--- src/rtl/cpu_pkg.sv ---
// Shared CPU types used by the load/store unit: data width, access sizes, LSU states.
package cpu_pkg;

    localparam int WORD = 32;

    typedef enum logic [1:0] {
        MEM_B = 2'd0,
        MEM_H = 2'd1,
        MEM_W = 2'd2
    } mem_size_e;

    typedef enum logic {
        LSU_IDLE  = 1'b0,
        LSU_SPLIT = 1'b1
    } lsu_state_e;

    // Size encoding 3 is illegal and behaves as a word access.
    function automatic mem_size_e norm_size(input logic [1:0] size);
        return (size == 2'd3) ? MEM_W : mem_size_e'(size);
    endfunction

    // An access crosses into the next word when its bytes do not fit in lanes offset..3.
    function automatic logic is_crossing(input mem_size_e size, input logic [1:0] offset);
        return ((size == MEM_H) && (offset == 2'd3)) ||
               ((size == MEM_W) && (offset != 2'd0));
    endfunction

endpackage

--- src/rtl/lsu_align.sv ---
// Byte-lane logic for the LSU: store merge into an existing word and load
// extract/combine/extend. The access is viewed through a two-word window
// {upper word, lower word}; 'upper' selects which half of the window this
// dmem cycle touches.
module lsu_align
    import cpu_pkg::*;
(
    input  mem_size_e        size,
    input  logic             is_unsigned,
    input  logic [1:0]       offset,
    input  logic             upper,
    input  logic [WORD-1:0]  wdata,
    input  logic [WORD-1:0]  cur_word,
    input  logic [WORD-1:0]  low_word,
    output logic [WORD-1:0]  merged,
    output logic [WORD-1:0]  load_data
);

    logic [3:0]        size_mask;
    logic [7:0]        be_win;
    logic [2*WORD-1:0] wd_win;
    logic [2*WORD-1:0] rd_win;
    logic [3:0]        be;
    logic [WORD-1:0]   wd;
    logic [WORD-1:0]   raw;

    // Lane selection, store merge and load extension for the current dmem cycle.
    always_comb begin
        case (size)
            MEM_B:   size_mask = 4'b0001;
            MEM_H:   size_mask = 4'b0011;
            default: size_mask = 4'b1111;
        endcase

        be_win = {4'b0000, size_mask} << offset;
        wd_win = {{WORD{1'b0}}, wdata} << {offset, 3'b000};
        be     = upper ? be_win[7:4] : be_win[3:0];
        wd     = upper ? wd_win[2*WORD-1:WORD] : wd_win[WORD-1:0];

        merged = cur_word;
        for (int i = 0; i < 4; i++) begin
            if (be[i]) begin
                merged[8*i +: 8] = wd[8*i +: 8];
            end
        end

        // Second cycle of a split load: captured word supplies the low bytes.
        rd_win = upper ? {cur_word, low_word} : {{WORD{1'b0}}, cur_word};
        raw    = rd_win[{offset, 3'b000} +: WORD];

        case (size)
            MEM_B:   load_data = is_unsigned ? {24'd0, raw[7:0]}  : {{24{raw[7]}},  raw[7:0]};
            MEM_H:   load_data = is_unsigned ? {16'd0, raw[15:0]} : {{16{raw[15]}}, raw[15:0]};
            default: load_data = raw;
        endcase
    end

endmodule

--- src/rtl/mem_lsu.sv ---
// MEM-stage load/store unit in front of a word-indexed dmem. Aligned accesses
// complete in one cycle; word-crossing accesses take a second SPLIT cycle on
// the next word index (wrapping at the dmem depth) with req_ready held low.
module mem_lsu
    import cpu_pkg::*;
#(
    parameter int DMEM_POWER = 18
) (
    input  logic             clk,
    input  logic             rst_n,
    input  logic             req_valid,
    output logic             req_ready,
    input  logic             req_we,
    input  logic [1:0]       req_size,
    input  logic             req_unsigned,
    input  logic [WORD-1:0]  req_addr,
    input  logic [WORD-1:0]  req_wdata,
    output logic             resp_valid,
    output logic [WORD-1:0]  resp_rdata,
    output logic             dmem_we,
    output logic [WORD-1:0]  dmem_addr,
    output logic [WORD-1:0]  dmem_wdata,
    input  logic [WORD-1:0]  dmem_rdata
);

    lsu_state_e            state, state_next;

    // Request fields latched for the SPLIT cycle.
    mem_size_e             size_p1;
    logic                  uns_p1;
    logic                  we_p1;
    logic [1:0]            off_p1;
    logic [WORD-1:0]       wdata_p1;
    logic [DMEM_POWER-1:0] idx_p1;
    logic [WORD-1:0]       cap_word;

    mem_size_e             req_sz;
    logic [1:0]            req_off;
    logic [DMEM_POWER-1:0] req_idx;
    logic                  crossing;
    logic                  accept;

    mem_size_e             a_size;
    logic                  a_uns;
    logic [1:0]            a_off;
    logic                  a_upper;
    logic [WORD-1:0]       a_wdata;
    logic [DMEM_POWER-1:0] idx;
    logic [WORD-1:0]       merged;
    logic [WORD-1:0]       load_data;
    logic                  resp_fire;
    logic                  resp_load;

    // Byte address bits above the dmem depth are ignored.
    logic                  unused_addr;
    assign unused_addr = ^req_addr[WORD-1:DMEM_POWER+2];

    assign req_sz   = norm_size(req_size);
    assign req_off  = req_addr[1:0];
    assign req_idx  = req_addr[DMEM_POWER+1:2];
    assign crossing = is_crossing(req_sz, req_off);
    // Holding rst_n in the accept term keeps dmem quiet while reset is asserted.
    assign accept   = req_valid && (state == LSU_IDLE) && rst_n;

    // Next state, dmem drive and lane-logic operand selection.
    always_comb begin
        state_next = state;
        req_ready  = (state == LSU_IDLE);
        dmem_we    = 1'b0;
        a_size     = req_sz;
        a_uns      = req_unsigned;
        a_off      = req_off;
        a_upper    = 1'b0;
        a_wdata    = req_wdata;
        idx        = req_idx;
        resp_fire  = 1'b0;
        resp_load  = 1'b0;

        case (state)
            LSU_IDLE: begin
                dmem_we   = accept && req_we;
                resp_fire = accept && !crossing;
                resp_load = accept && !crossing && !req_we;
                if (accept && crossing) begin
                    state_next = LSU_SPLIT;
                end
            end
            LSU_SPLIT: begin
                a_size     = size_p1;
                a_uns      = uns_p1;
                a_off      = off_p1;
                a_upper    = 1'b1;
                a_wdata    = wdata_p1;
                idx        = idx_p1;
                dmem_we    = we_p1;
                resp_fire  = 1'b1;
                resp_load  = !we_p1;
                state_next = LSU_IDLE;
            end
            default: state_next = LSU_IDLE;
        endcase

        dmem_addr  = {{(WORD-DMEM_POWER){1'b0}}, idx};
        dmem_wdata = merged;
    end

    lsu_align u_align (
        .size        (a_size),
        .is_unsigned (a_uns),
        .offset      (a_off),
        .upper       (a_upper),
        .wdata       (a_wdata),
        .cur_word    (dmem_rdata),
        .low_word    (cap_word),
        .merged      (merged),
        .load_data   (load_data)
    );

    // FSM state register; reset aborts any split in progress.
    always_ff @(posedge clk or negedge rst_n) begin
        if (!rst_n) begin
            state <= LSU_IDLE;
        end else begin
            state <= state_next;
        end
    end

    // Capture request and first-word data when a crossing access is accepted.
    always_ff @(posedge clk or negedge rst_n) begin
        if (!rst_n) begin
            size_p1  <= MEM_B;
            uns_p1   <= 1'b0;
            we_p1    <= 1'b0;
            off_p1   <= 2'd0;
            wdata_p1 <= '0;
            idx_p1   <= '0;
            cap_word <= '0;
        end else if (accept && crossing) begin
            size_p1  <= req_sz;
            uns_p1   <= req_unsigned;
            we_p1    <= req_we;
            off_p1   <= req_off;
            wdata_p1 <= req_wdata;
            idx_p1   <= req_idx + 1'b1;
            cap_word <= dmem_rdata;
        end
    end

    // Response register: one-cycle pulse, load data extended, zero for stores.
    always_ff @(posedge clk or negedge rst_n) begin
        if (!rst_n) begin
            resp_valid <= 1'b0;
            resp_rdata <= '0;
        end else begin
            resp_valid <= resp_fire;
            resp_rdata <= resp_load ? load_data : '0;
        end
    end

endmodule
--- config.mk ---
export PLATFORM = sky130hd
export DESIGN_NAME = mem_lsu
export DESIGN_NICKNAME = d
export VERILOG_FILES = /design/src/rtl/cpu_pkg.sv /design/src/rtl/lsu_align.sv /design/src/rtl/mem_lsu.sv
export SDC_FILE = /design/constraint.sdc
export NUM_CORES = 1
export LEC_CHECK = 0
export CORE_MARGIN = 2
export CORE_UTILIZATION = 50
export CTS_CLUSTER_DIAMETER = 150
export DETAILED_ROUTE_END_ITERATION = 8
export GPL_TIMING_DRIVEN = 0
export PLACE_DENSITY = 0.83
export REMOVE_ABC_BUFFERS = 1
export SYNTH_ARGS = -nofsm -noshare
export SYNTH_HDL_FRONTEND = slang
export SYNTH_SLANG_ARGS = --single-unit
--- constraint.sdc ---
create_clock -name clk -period 4.8 [get_ports clk]
set_input_delay 0.96 -clock clk [delete_from_list [all_inputs] [get_ports clk]]
set_output_delay 0.96 -clock clk [all_outputs]
set_load 0.05 [all_outputs]
# Yosys cells after proc, flatten, opt, wreduce, memory -nomap -nowiden
# Index checks and enable logic that the tools add are counted.
# word_totals
register_bits,122
input_bits,103
out_inout_bits,99
# op_classes
addsub,1
eq_ne,5
shift,3
mux,24
n_bitwise,1
n_reduce_logical,14
# op_table
operator,count
$mux W32,5
$mux W64,1
$pmux W32 S2,1
$shiftx A64 B6 Y32,1
$shl A32 B5 Y64,1
$mux W8,4
$add A18 B1 Y18 const B,1
$mux W18,1
$logic_and A1 B1 Y1,8
$pmux W1 S2,4
$pmux W4 S2,1
$shl A4 B2 Y8,1
$eq A2 B2 Y1 const B,3
$mux W2,3
$eq A2 B1 Y1 const B,2
$mux W4,1
$logic_not A1 Y1,3
$mux W1,3
$logic_not A2 Y1,1
$reduce_bool A2 Y1,1
$logic_or A1 B1 Y1,1
$not A1 Y1,1

# Depth between registers and ports, before layout
# depth
word_depth,10
mapped_depth,10
depth_no_buf,6

# Cells and area by module
# Synthesis repeated with hierarchy kept, for this count alone.
# unflattened
cells_unflattened,909
hier_area_um2,8105.3
# by_module_without_submodules
module,n_inst,cells_each,area_each_um2
mem_lsu,1,561,5447.7
lsu_align,1,348,2657.5

# Least setup slack after synthesis
# No wires, ideal clock.
# synth_path
path_kind,in2out
start,in req_addr[0]
end,out dmem_wdata[6]
t_arrival_ps,2858
t_required_ps,3840
path_slack_ps,982
cell_stages,7
path_buffers,3
cell_sequence,buf_4 -> buf_4 -> buf_4 -> mux2i_1 -> nand2_1 -> a32oi_1 -> o21ai_0
# synth_between
elab_chain_cells,4
# synth_lines
element,line_no,rtl
start: declaration,mem_lsu.sv:16,"input logic [WORD-1:0] req_addr,"
$mux W2 *,mem_lsu.sv:79,case (state)
$shl A32 B5 Y64 or $shl A4 B2 Y8 (tied branches),"lsu_align.sv:36, lsu_align.sv:35",
$mux W32 or $mux W4 (tied branches),"lsu_align.sv:38, lsu_align.sv:37",
$mux W8 *,lsu_align.sv:42,if (be[i]) begin
end: declaration,mem_lsu.sv:22,"output logic [WORD-1:0] dmem_wdata,"
# Mark *: on every way between the ends. The rest lies on a longest branch, timed or not.

# Final worst setup path
# layout_path
start,in req_size[1]
end,out dmem_wdata[10]
# layout_between
elab_chain_cells,8
# layout_lines
element,line_no,rtl
start: declaration,mem_lsu.sv:14,"input logic [1:0] req_size,"
$eq A2 B2 Y1,cpu_pkg.sv:19,return (size == 2'd3) ? MEM_W : mem_size_e'(size);
$mux W2 *,cpu_pkg.sv:19,
$mux W2 *,mem_lsu.sv:79,
$eq A2 B1 Y1 or $logic_not A2 Y1 (tied branches),lsu_align.sv:29,case (size)
$pmux W4 S2 *,lsu_align.sv:29,
$shl A4 B2 Y8 *,lsu_align.sv:35,"be_win = {4'b0000, size_mask} << offset;"
$mux W4 *,lsu_align.sv:37,be = upper ? be_win[7:4] : be_win[3:0];
$mux W8 *,lsu_align.sv:42,
# Marked as above.

==> summary.md <==
| Metric | Value |
|---|---|
| Outcome | `finished, final reports clean` |
| Peak VDD IR | `between 200 and 300 uV` |
| Starting Density | `0.515` |
| Core area | `about 16,000 um2` |
| Largest net degree at the start of global routing | `97` |
| Fin Setup TNS | `0 ns` |
| Unique masters post-synth | `63` |
| Worst skew pair latency | `approximately 0.42 ns` |
| Hold-fix buffers, CTS | `0` |
| Dpl ws | `-0.460 ns` |
| Pre-Repair DR Iteration Count | `5` |
| Vias in the first global route | `7,568` |
| Die height | `~130 um` |
| Final hold slack | `slightly above 0.4 ns` |
| Final nets | `approximately 1,200` |
| DR iter-0 viols | `about 760` |
| Reg clk slew, reported paths | `approximately 0.05 ns` |
| IO buf count | `about 180` |
| Vias/cell | `slightly below 6` |
| Slew HR | `0.0877` |
| Cells along the critical path | `clkdlybuf4s50_1 -> mux2_4 -> nor3_2 -> o21ai_4 -> nor2_1 -> a21oi_1 -> clkdlybuf4s50_1` |
| Most frequent cells in the layout | `nand2_1 (271), clkdlybuf4s50_1 (171), dfrtp_1 (120)` |
| CTS tree | `yes` |
| Gpl congestion | `~0.89` |
| Max cap viols | `0` |
| Layout cell share with drive strength beyond 1 | `0.107` |
| Pwr dens | `between 300 and 400 nW/um2` |
| Post-layout min period | `around 4.7 ns` |
| Number of flops mapped to enable cells by yosys | `0` |
| Unrepaired setup endpoints after global routing | `false` |
| Routed Antenna Nets | `0` |
| CP max stage cell | `clkdlybuf4s50_1` |
| Post-Synthesis Cells | `976` |
| Final setup fails | `0` |
| Final Slew Violations | `0` |
| Final worst slack | `about 0.14 ns` |
| Fin util | `0.660` |
| Fill cell count | `approximately 1,300` |
| Post-detail-place hpwl | `16,600 um` |
| Fmax | `around 210 MHz` |
| Clock tree sinks | `roughly 120` |
| Leakage | `around 0.0045 uW` |
| Layout Area Growth over Synthesis | `28.1%` |
| H-tree lvl count | `4` |
| DRT Wirelength | `approximately 25,000 um` |
| First-pass GRT wire length | `39,600 um` |
| Setup crit start kind | `input pin` |
| Vias | `around 7,900` |
| YS warnings | `0` |
| Post-synthesis sequential area ratio | `0.370` |
| Routed len/inst | `18.7 um` |
| Crit-path max FO | `18` |
| Initial antenna violation count | `0` |
| Antenna Cells | `0` |
| Clk root buf | `clkbuf_16` |
| Critical path capture point type | `output pin` |
| CP required | `approximately 3.8 ns` |
| FP Rows | `46` |
| Io pins | `approximately 200` |
| Max clock buf depth | `2` |
| # DRC | `0` |
| HP Class | `in2async` |
| Crit Path Class | `in2out` |
| CTS Buf Count | `17` |
| Ys async rst share | `1.00` |
| Die width | `about 130 um` |
| Netlist Area Pre-Place | `around 8200 um2` |
| Max stage delay on crit path | `0.84 ns` |
| Grt ovf | `0` |
| Die area | `about 18,000 um2` |
| Ys flop type | `dfrtp_1` |
| Worst Tran Pin Value | `between 1 and 1.5 ns` |
| #FFs+latches synth | `about 120` |
| Clock Skews | `0.00968 ns` |
| Postcts setup bufs | `0` |
| Final Hold Vio Count | `0` |
| Commonest non-fill, non-tap cell in the layout | `nand2_1` |
| Critical path arrival | `~3.7 ns` |
| GRT Overall Usage | `0.283` |
| Cell repeated most along the worst path | `clkdlybuf4s50_1` |
| Post-synthesis average cell area | `between 8 and 9 um2` |
| Crit share post-route | `0.971` |
path summary, 6_finish.rpt:
| check | end | slack (ns) | from | cells after the start |
|---|---|---|---|---|
| worst max register to register | idx_p1[8]$_DFFE_PN0P_ | 1.38 | state$_DFF_PN0_ | 5 |
| min in group clk | uns_p1$_DFFE_PN0P_ | 0.48 | uns_p1$_DFFE_PN0P_ | 2 |
| worst min register to register | uns_p1$_DFFE_PN0P_ | 0.48 | uns_p1$_DFFE_PN0P_ | 2 |
| worst min-delay path | wdata_p1[8]$_DFFE_PN0P_ | 0.41 | rst_n | 1 |
| worst max-delay path | dmem_wdata[10] | 0.14 | req_size[1] | 7 |
| max in group asynchronous | state$_DFF_PN0_ | 3.58 | rst_n | 2 |
worst max-delay path, delay by kind of cell:
family | cells | cell delay (ns)
muxes | 1 | 0.39
buffers and inverters | 2 | 1.52
and+or+nand+nor | 2 | 0.19
AOI/OAI and AO/OA | 2 | 0.63
what timing repair did:
item | CTS | global route
cloned | 0 | 1
resized for setup | 6 | 2
setup endpoints to repair | 25 | 9
registers in the layout, summed over array words and instances, names as in the netlist:
name        flops
cap_word       32
idx_p1         18
off_p1          2
resp_rdata     32
resp_valid      1
size_p1         2
state           1
uns_p1          1
wdata_p1       32
we_p1           1
power breakdown:
group          internal (uW)  switching, uW  total, uW  leakage (uW)
registers               1200            153       1350       0.00156
logic                    467            745       1210       0.00266
clock network            906            449       1360      0.000304
total                   2570           1350       3920       0.00453
area by class of cell:
| cell class | instances | area (um2) | share of cell area |
|---|---|---|---|
| Inverter | 7 | 26.3 | 0.00249 |
| Sequential cell | 122 | 3060 | 0.290 |
| Timing Repair Buffer | 181 | 1890 | 0.179 |
| Multi-Input combinational cell | 773 | 4700 | 0.445 |
| Clock inverter | 7 | 139 | 0.0132 |
| Tap cell | 216 | 270 | 0.0256 |
| Clock buffer | 24 | 482 | 0.0456 |
stage by stage:
step                      cells  area [um2]  total power, uW
after floorplan             901        7730             2120
after global placement     1292        9750             2530
after detailed placement   1298        9900             2550
after CTS                  1329       10500             3910
after global routing       1330       10600             4090
final                      1330       10600             3920
metal layers:
metal,vias to the layer above,wire [um],share of wire,track usage
li1,3638,-,-,-
met3,72,3040,0.12,0.0888
met1,3683,9710,0.39,0.363
met4,0,804,0.032,0.110
met2,476,11400,0.46,0.448
met5,-,0,0,0
Yosys cell counts (2+ instances only):
cell | count | area share
nand2_1 | 271 | 0.12
dfrtp_1 | 122 | 0.37
a21oi_1 | 72 | 0.044
mux2i_1 | 65 | 0.079
nor2_1 | 61 | 0.028
o21ai_0 | 43 | 0.026
a211oi_1 | 39 | 0.036
mux2_2 | 38 | 0.052
buf_2 | 34 | 0.021
nor2b_1 | 24 | 0.018
buf_4 | 23 | 0.021
a22oi_1 | 22 | 0.020
clkbuf_1 | 19 | 0.0087
a21oi_2 | 14 | 0.015
a32oi_1 | 14 | 0.015
xor2_1 | 10 | 0.011
o221ai_1 | 8 | 0.0085
buf_6 | 7 | 0.0096
nand3_1 | 7 | 0.0042
o311ai_1 | 6 | 0.0064
xnor2_1 | 6 | 0.0064
inv_1 | 5 | 0.0023
nor3_1 | 5 | 0.0030
and3_1 | 4 | 0.0030
a211oi_2 | 3 | 0.0046
buf_8 | 3 | 0.0055
nand4_1 | 3 | 0.0023
o21ai_2 | 3 | 0.0032
a21o_1 | 2 | 0.0018
a22o_1 | 2 | 0.0021
inv_2 | 2 | 0.00091
mux2_1 | 2 | 0.0027
mux2_4 | 2 | 0.0036
mux2i_4 | 2 | 0.0055
nor2_2 | 2 | 0.0015
nor3_2 | 2 | 0.0024
o211ai_1 | 2 | 0.0018
o21a_1 | 2 | 0.0018
cells by family after synthesis:
family                   share of synthesized area
XOR/XNOR                                    0.0170
flip-flops                                   0.370
adder cells (fa/ha/maj)                    0.00152
buffers and inverters                       0.0715
AND/OR/NAND/NOR                              0.195
multiplexers                                 0.143
other                                     0.000455
AO/OA/AOI/OAI                                0.202
(Power assumes the default switching activity.)
